<file path="src/rtl/serial_add_pkg.sv">
// Shared definitions for the bit-serial adder controller: FSM state type and
// the bit-counter width, sized for the largest supported operand width.
package serial_add_pkg;

  localparam int unsigned MAX_WIDTH = 32;
  localparam int unsigned CNT_W     = $clog2(MAX_WIDTH);

  typedef enum logic [1:0] {
    IDLE = 2'd0,
    RUN  = 2'd1,
    DONE = 2'd2
  } sa_state_e;

endpackage

</file>
<file path="src/rtl/bit_full_adder.sv">
// Single-bit full-adder cell; the controller reuses one instance every cycle.
module bit_full_adder (
  input  logic a,
  input  logic b,
  input  logic cin,
  output logic s,
  output logic cout
);

  assign s    = a ^ b ^ cin;
  assign cout = (a & b) | (cin & (a ^ b));

endmodule

</file>
<file path="src/rtl/serial_add_ctrl.sv">
// Bit-serial adder controller: {carryOut,sum} = a + b + c, LSB first, WIDTH cycles.
// Optional macro SERIAL_ADD_OVF_EN adds a registered signed-overflow output ovf.
module serial_add_ctrl
  import serial_add_pkg::*;
#(
  parameter int unsigned WIDTH = 8
) (
  input  logic             clk,
  input  logic             rst_n,
  input  logic             in_valid,
  output logic             in_ready,
  input  logic [WIDTH-1:0] a,
  input  logic [WIDTH-1:0] b,
  input  logic             c,
  output logic             out_valid,
  input  logic             out_ready,
  output logic [WIDTH-1:0] sum,
  output logic             carryOut,
`ifdef SERIAL_ADD_OVF_EN
  output logic             ovf,
`endif
  output logic             busy
);

  sa_state_e        state_q, state_d;
  logic [WIDTH-1:0] a_q, a_d;
  logic [WIDTH-1:0] b_q, b_d;
  logic [WIDTH-1:0] sum_q, sum_d;
  logic             carry_q, carry_d;
  logic [CNT_W-1:0] cnt_q, cnt_d;
  logic             fa_s, fa_cout;
`ifdef SERIAL_ADD_OVF_EN
  logic             ovf_q, ovf_d;
`endif

  bit_full_adder u_fa (
    .a    (a_q[0]),
    .b    (b_q[0]),
    .cin  (carry_q),
    .s    (fa_s),
    .cout (fa_cout)
  );

  always_ff @(posedge clk or negedge rst_n) begin
    if (!rst_n) begin
      state_q <= IDLE;
      a_q     <= {WIDTH{1'b0}};
      b_q     <= {WIDTH{1'b0}};
      sum_q   <= {WIDTH{1'b0}};
      carry_q <= 1'b0;
      cnt_q   <= {CNT_W{1'b0}};
`ifdef SERIAL_ADD_OVF_EN
      ovf_q   <= 1'b0;
`endif
    end else begin
      state_q <= state_d;
      a_q     <= a_d;
      b_q     <= b_d;
      sum_q   <= sum_d;
      carry_q <= carry_d;
      cnt_q   <= cnt_d;
`ifdef SERIAL_ADD_OVF_EN
      ovf_q   <= ovf_d;
`endif
    end
  end

  always_comb begin
    state_d = state_q;
    a_d     = a_q;
    b_d     = b_q;
    sum_d   = sum_q;
    carry_d = carry_q;
    cnt_d   = cnt_q;
`ifdef SERIAL_ADD_OVF_EN
    ovf_d   = ovf_q;
`endif
    case (state_q)
      IDLE: begin
        if (in_valid) begin
          a_d     = a;
          b_d     = b;
          carry_d = c;
          cnt_d   = {CNT_W{1'b0}};
          state_d = RUN;
        end else begin
          state_d = IDLE;
        end
      end
      RUN: begin
        a_d     = a_q >> 1;
        b_d     = b_q >> 1;
        sum_d   = {fa_s, sum_q[WIDTH-1:1]};
        carry_d = fa_cout;
        cnt_d   = cnt_q + {{(CNT_W-1){1'b0}}, 1'b1};
`ifdef SERIAL_ADD_OVF_EN
        // On the last bit carry_q is the carry into the sign bit.
        ovf_d   = carry_q ^ fa_cout;
`endif
        if (cnt_q == CNT_W'(WIDTH - 1)) begin
          state_d = DONE;
        end else begin
          state_d = RUN;
        end
      end
      DONE: begin
        if (out_ready) begin
          state_d = IDLE;
        end else begin
          state_d = DONE;
        end
      end
      default: begin
        state_d = IDLE;
      end
    endcase
  end

  assign in_ready  = (state_q == IDLE);
  assign busy      = (state_q == RUN);
  assign out_valid = (state_q == DONE);
  assign sum       = sum_q;
  assign carryOut  = carry_q;
`ifdef SERIAL_ADD_OVF_EN
  assign ovf       = ovf_q;
`endif

endmodule

</file>
<file path="config.mk">
export PLATFORM = sky130hd
export DESIGN_NAME = serial_add_ctrl
export DESIGN_NICKNAME = d
export VERILOG_FILES = /design/src/rtl/serial_add_pkg.sv /design/src/rtl/bit_full_adder.sv /design/src/rtl/serial_add_ctrl.sv
export SDC_FILE = /design/constraint.sdc
export NUM_CORES = 1
export LEC_CHECK = 0
export ABC_AREA = 1
export BUFFER_PORTS_ARGS = -buffer_cell sky130_fd_sc_hd__buf_4
export CAP_MARGIN = 0
export CELL_PAD_IN_SITES_DETAIL_PLACEMENT = 2
export CELL_PAD_IN_SITES_GLOBAL_PLACEMENT = 2
export CORE_ASPECT_RATIO = 0.9
export CORE_MARGIN = 3
export CORE_UTILIZATION = 30
export DETAILED_ROUTE_END_ITERATION = 10
export GPL_TIMING_DRIVEN = 0
export PLACE_DENSITY_LB_ADDON = 0.1
export SETUP_SLACK_MARGIN = 0.15
export SLEW_MARGIN = 20
export SYNTH_ARGS = -nofsm -noshare
export SYNTH_HDL_FRONTEND = slang
export SYNTH_SLANG_ARGS = --single-unit
</file>
<file path="constraint.sdc">
create_clock -name clk -period 1.45 [get_ports clk]
set_input_delay 0.435 -clock clk [delete_from_list [all_inputs] [get_ports clk]]
set_output_delay 0.435 -clock clk [all_outputs]
set_load 0.01 [all_outputs]
</file>
==> impl_metrics.py <==
metrics = {
    "status": {
        "outcome": "finished with violations",
        "violations": "setup timing",
    },
    "route": {
        "drtPass1Iterations": 4,
        "wire_per_inst_um": 22.74,
        "via_per_inst": 5.149,
        "wirelength_mm": 7.483,
        "drcViolationCount": 0,
        "vias": 1694,
        "dr.first_iter.drc_count": 90,
        "antenna_left": 0,
    },
    "power_and_ir_drop": {
        "p_leak_nw": 1.272,
        "peakVddDrop_mv": 0.9653,
        "finalPower_mw": 5.587,
        "power_density_nw_per_um2": 2338,
    },
    "sta": {
        "setup_violations": 6,
        "fin_ws_ps": -187.7,
        "skew_ps": 11.71,
        "fin_crit_ps": 1638,
        "holdWs_ps": 87.11,
        "fmax_mhz": 610.6,
        "slew_headroom_pct": 69.90,
        "worstMarginPinSlew_ps": 451.4,
        "hold_violations": 0,
        "rsz0062_at_grt": "yes",
        "final_max_slew_viol_count": 0,
        "post-route-period-util_pct": 112.9,
    },
    "clocking": {
        "clockBufferDepth": 2,
        "clock-root-buffer": "clkbuf_8",
        "cts.clk_slew.worst_paths_ps": 80,
        "cts_buffers": 5,
        "worstSkewPairLatency_ps": 290,
        "cts_tree": "done",
        "cts.htree.levels": 2,
        "clkSinkCount": 32,
    },
    "critical_path": {
        "crit_required_ps": 1020,
        "start_kind": "register",
        "critPathArrivalTime_ps": 1200,
        "crit_fanout": 4,
        "setup.worst_path.class": "register to primary output",
        "cp-end-kind": "primary output",
    },
    "floorplan": {
        "ios": 33,
        "start_util_pct": 31.40,
        "die_w_um": 81.68,
        "dieArea_um2": 6054,
        "fp.dieH_um": 74.12,
        "core_um2": 4925,
        "rows": 24,
    },
    "place": {
        "io_buffer_count": 32,
        "gp_congestion": 0.7231,
        "dpl.hpwl_mm": 3.273,
        "post-place-ws_ps": -101.0,
    },
    "yosys": {
        "synth_seq_cells": 32,
        "synth_top_area_share_pct": 51.78,
        "ys_warn_count": 0,
        "synth_nets": 222,
        "netlist_instances": 199,
        "synthArstFlopShare_pct": 100.0,
        "yosysMostFrequentCell": "nand2_1",
        "syn_area_per_cell_um2": 7.771,
        "synth_area_leaders": "dfrtp_1, nand2_1, nand3_1",
        "synth.distinct_cells": 15,
        "yosysSeqAreaShare_pct": 51.78,
        "synth_common_cells": "nand2_1, dfrtp_1, nand3_1",
        "syn_area_um2": 1546,
        "synth_edf_count": 0,
        "postSynth.topFlopCell": "dfrtp_1",
        "yosys.area.top_type": "dfrtp_1",
    },
    "flow_run": {
        "cap_violations": 0,
    },
    "hold_path": {
        "holdCritPathClass": "input pin to asynchronous set/reset pin",
    },
    "layout": {
        "diodes": 0,
        "area_delta_synth_final_pct": 54.53,
        "seq_area_um2": 800.8,
        "multiInputGateArea_um2": 695.7,
        "drive_gt1_share_pct": 33.71,
        "fillers": 531,
        "final_nets": 287,
    },
    "global_routing": {
        "track_usage_pct": 19.01,
        "grt_pass1_vias": 1679,
        "grt_max_degree": 33,
        "antenna_found_initial": 0,
        "grt_overflow": 0,
        "grt_first_pass_wirelength_mm": 8.466,
    },
}
## state kept, by name, summed over array words and instances (netlist names)
signal / flops
cnt_q: 5
carryOut: 1
b_q: 8
sum: 8
a_q: 8
state_q: 2
## power breakdown
part           switching [mW]  internal [mW]  total [mW]
Sequential              0.350           1.27        1.62
Clock                   0.353          0.327       0.680
Combinational            1.76           1.53        3.28
Total                    2.46           3.13        5.59
## cells by family after synthesis
group	share of synthesized area, %
AND/OR/NAND/NOR	35.76
buffers and inverters	6.391
flip-flops	51.78
AO/OA/AOI/OAI	3.964
adder cells (fa/ha/maj)	2.103
## layout by cell type (no fill, tap or decap), drive strengths merged, types with 2 or more instances in the layout
cell      n
nand3    21
nand2   110
nor2      4
buf      64
clkbuf    9
dfrtp    32
o21ai    10
nand4     2
inv       9
## worst max-delay path: stages (launching register included)
cell     delay (ps)
dfrtp_1         400
buf_6           150
buf_12          120
nor2_4          110
buf_6           120
## timing repair
item,in CTS,in global routing
setup endpoints to repair,4,31
hold buffers,0,0
pin swaps,3,9
cloned,0,4
buffers inserted,10,12
resized for setup,20,37
## per-stage QoR
stage	instances	cell area [um2]	util, %	TNS, ps
after floorplan	199	1546	-	0
after global placement	296	1868	37.93	-86.23
after detailed placement	296	1868	37.93	-101.0
after CTS	313	2106	42.76	-286.8
after global routing	329	2390	48.53	-1041
final	329	2390	48.53	-487.9
## final cells by class
cell class	instances	area share, %
clock inverters	1	0.2094
plain buffers	9	4.764
multi-input cells	149	29.11
inverters	9	1.937
well taps	65	3.403
flip-flops and latches	32	33.51
repair buffers	58	24.03
clock buffers	6	3.037
## metal layers
layer	vias up	wire length (um)	global-route usage, %
li1	750	-	-
met1	876	3146	22.80
met2	53	3874	33.18
met3	15	272	3.753
met4	0	190	8.303
met5	-	0	0
## path summary, 6_finish.rpt
path,start,endpoint,slack (ps),cells past startpoint
setup / recovery,state_q[0],out_valid,-190,4
max in group asynchronous,rst_n,a_q[1],1040,1
hold / removal,rst_n,b_q[3],90,1
hold reg to reg,a_q[2],a_q[2],500,2
min in group clk,b[7],b_q[7],420,3
setup reg to reg,state_q[0],a_q[0],-20,7
No activity file was read; power rests on OpenSTA's default activity.
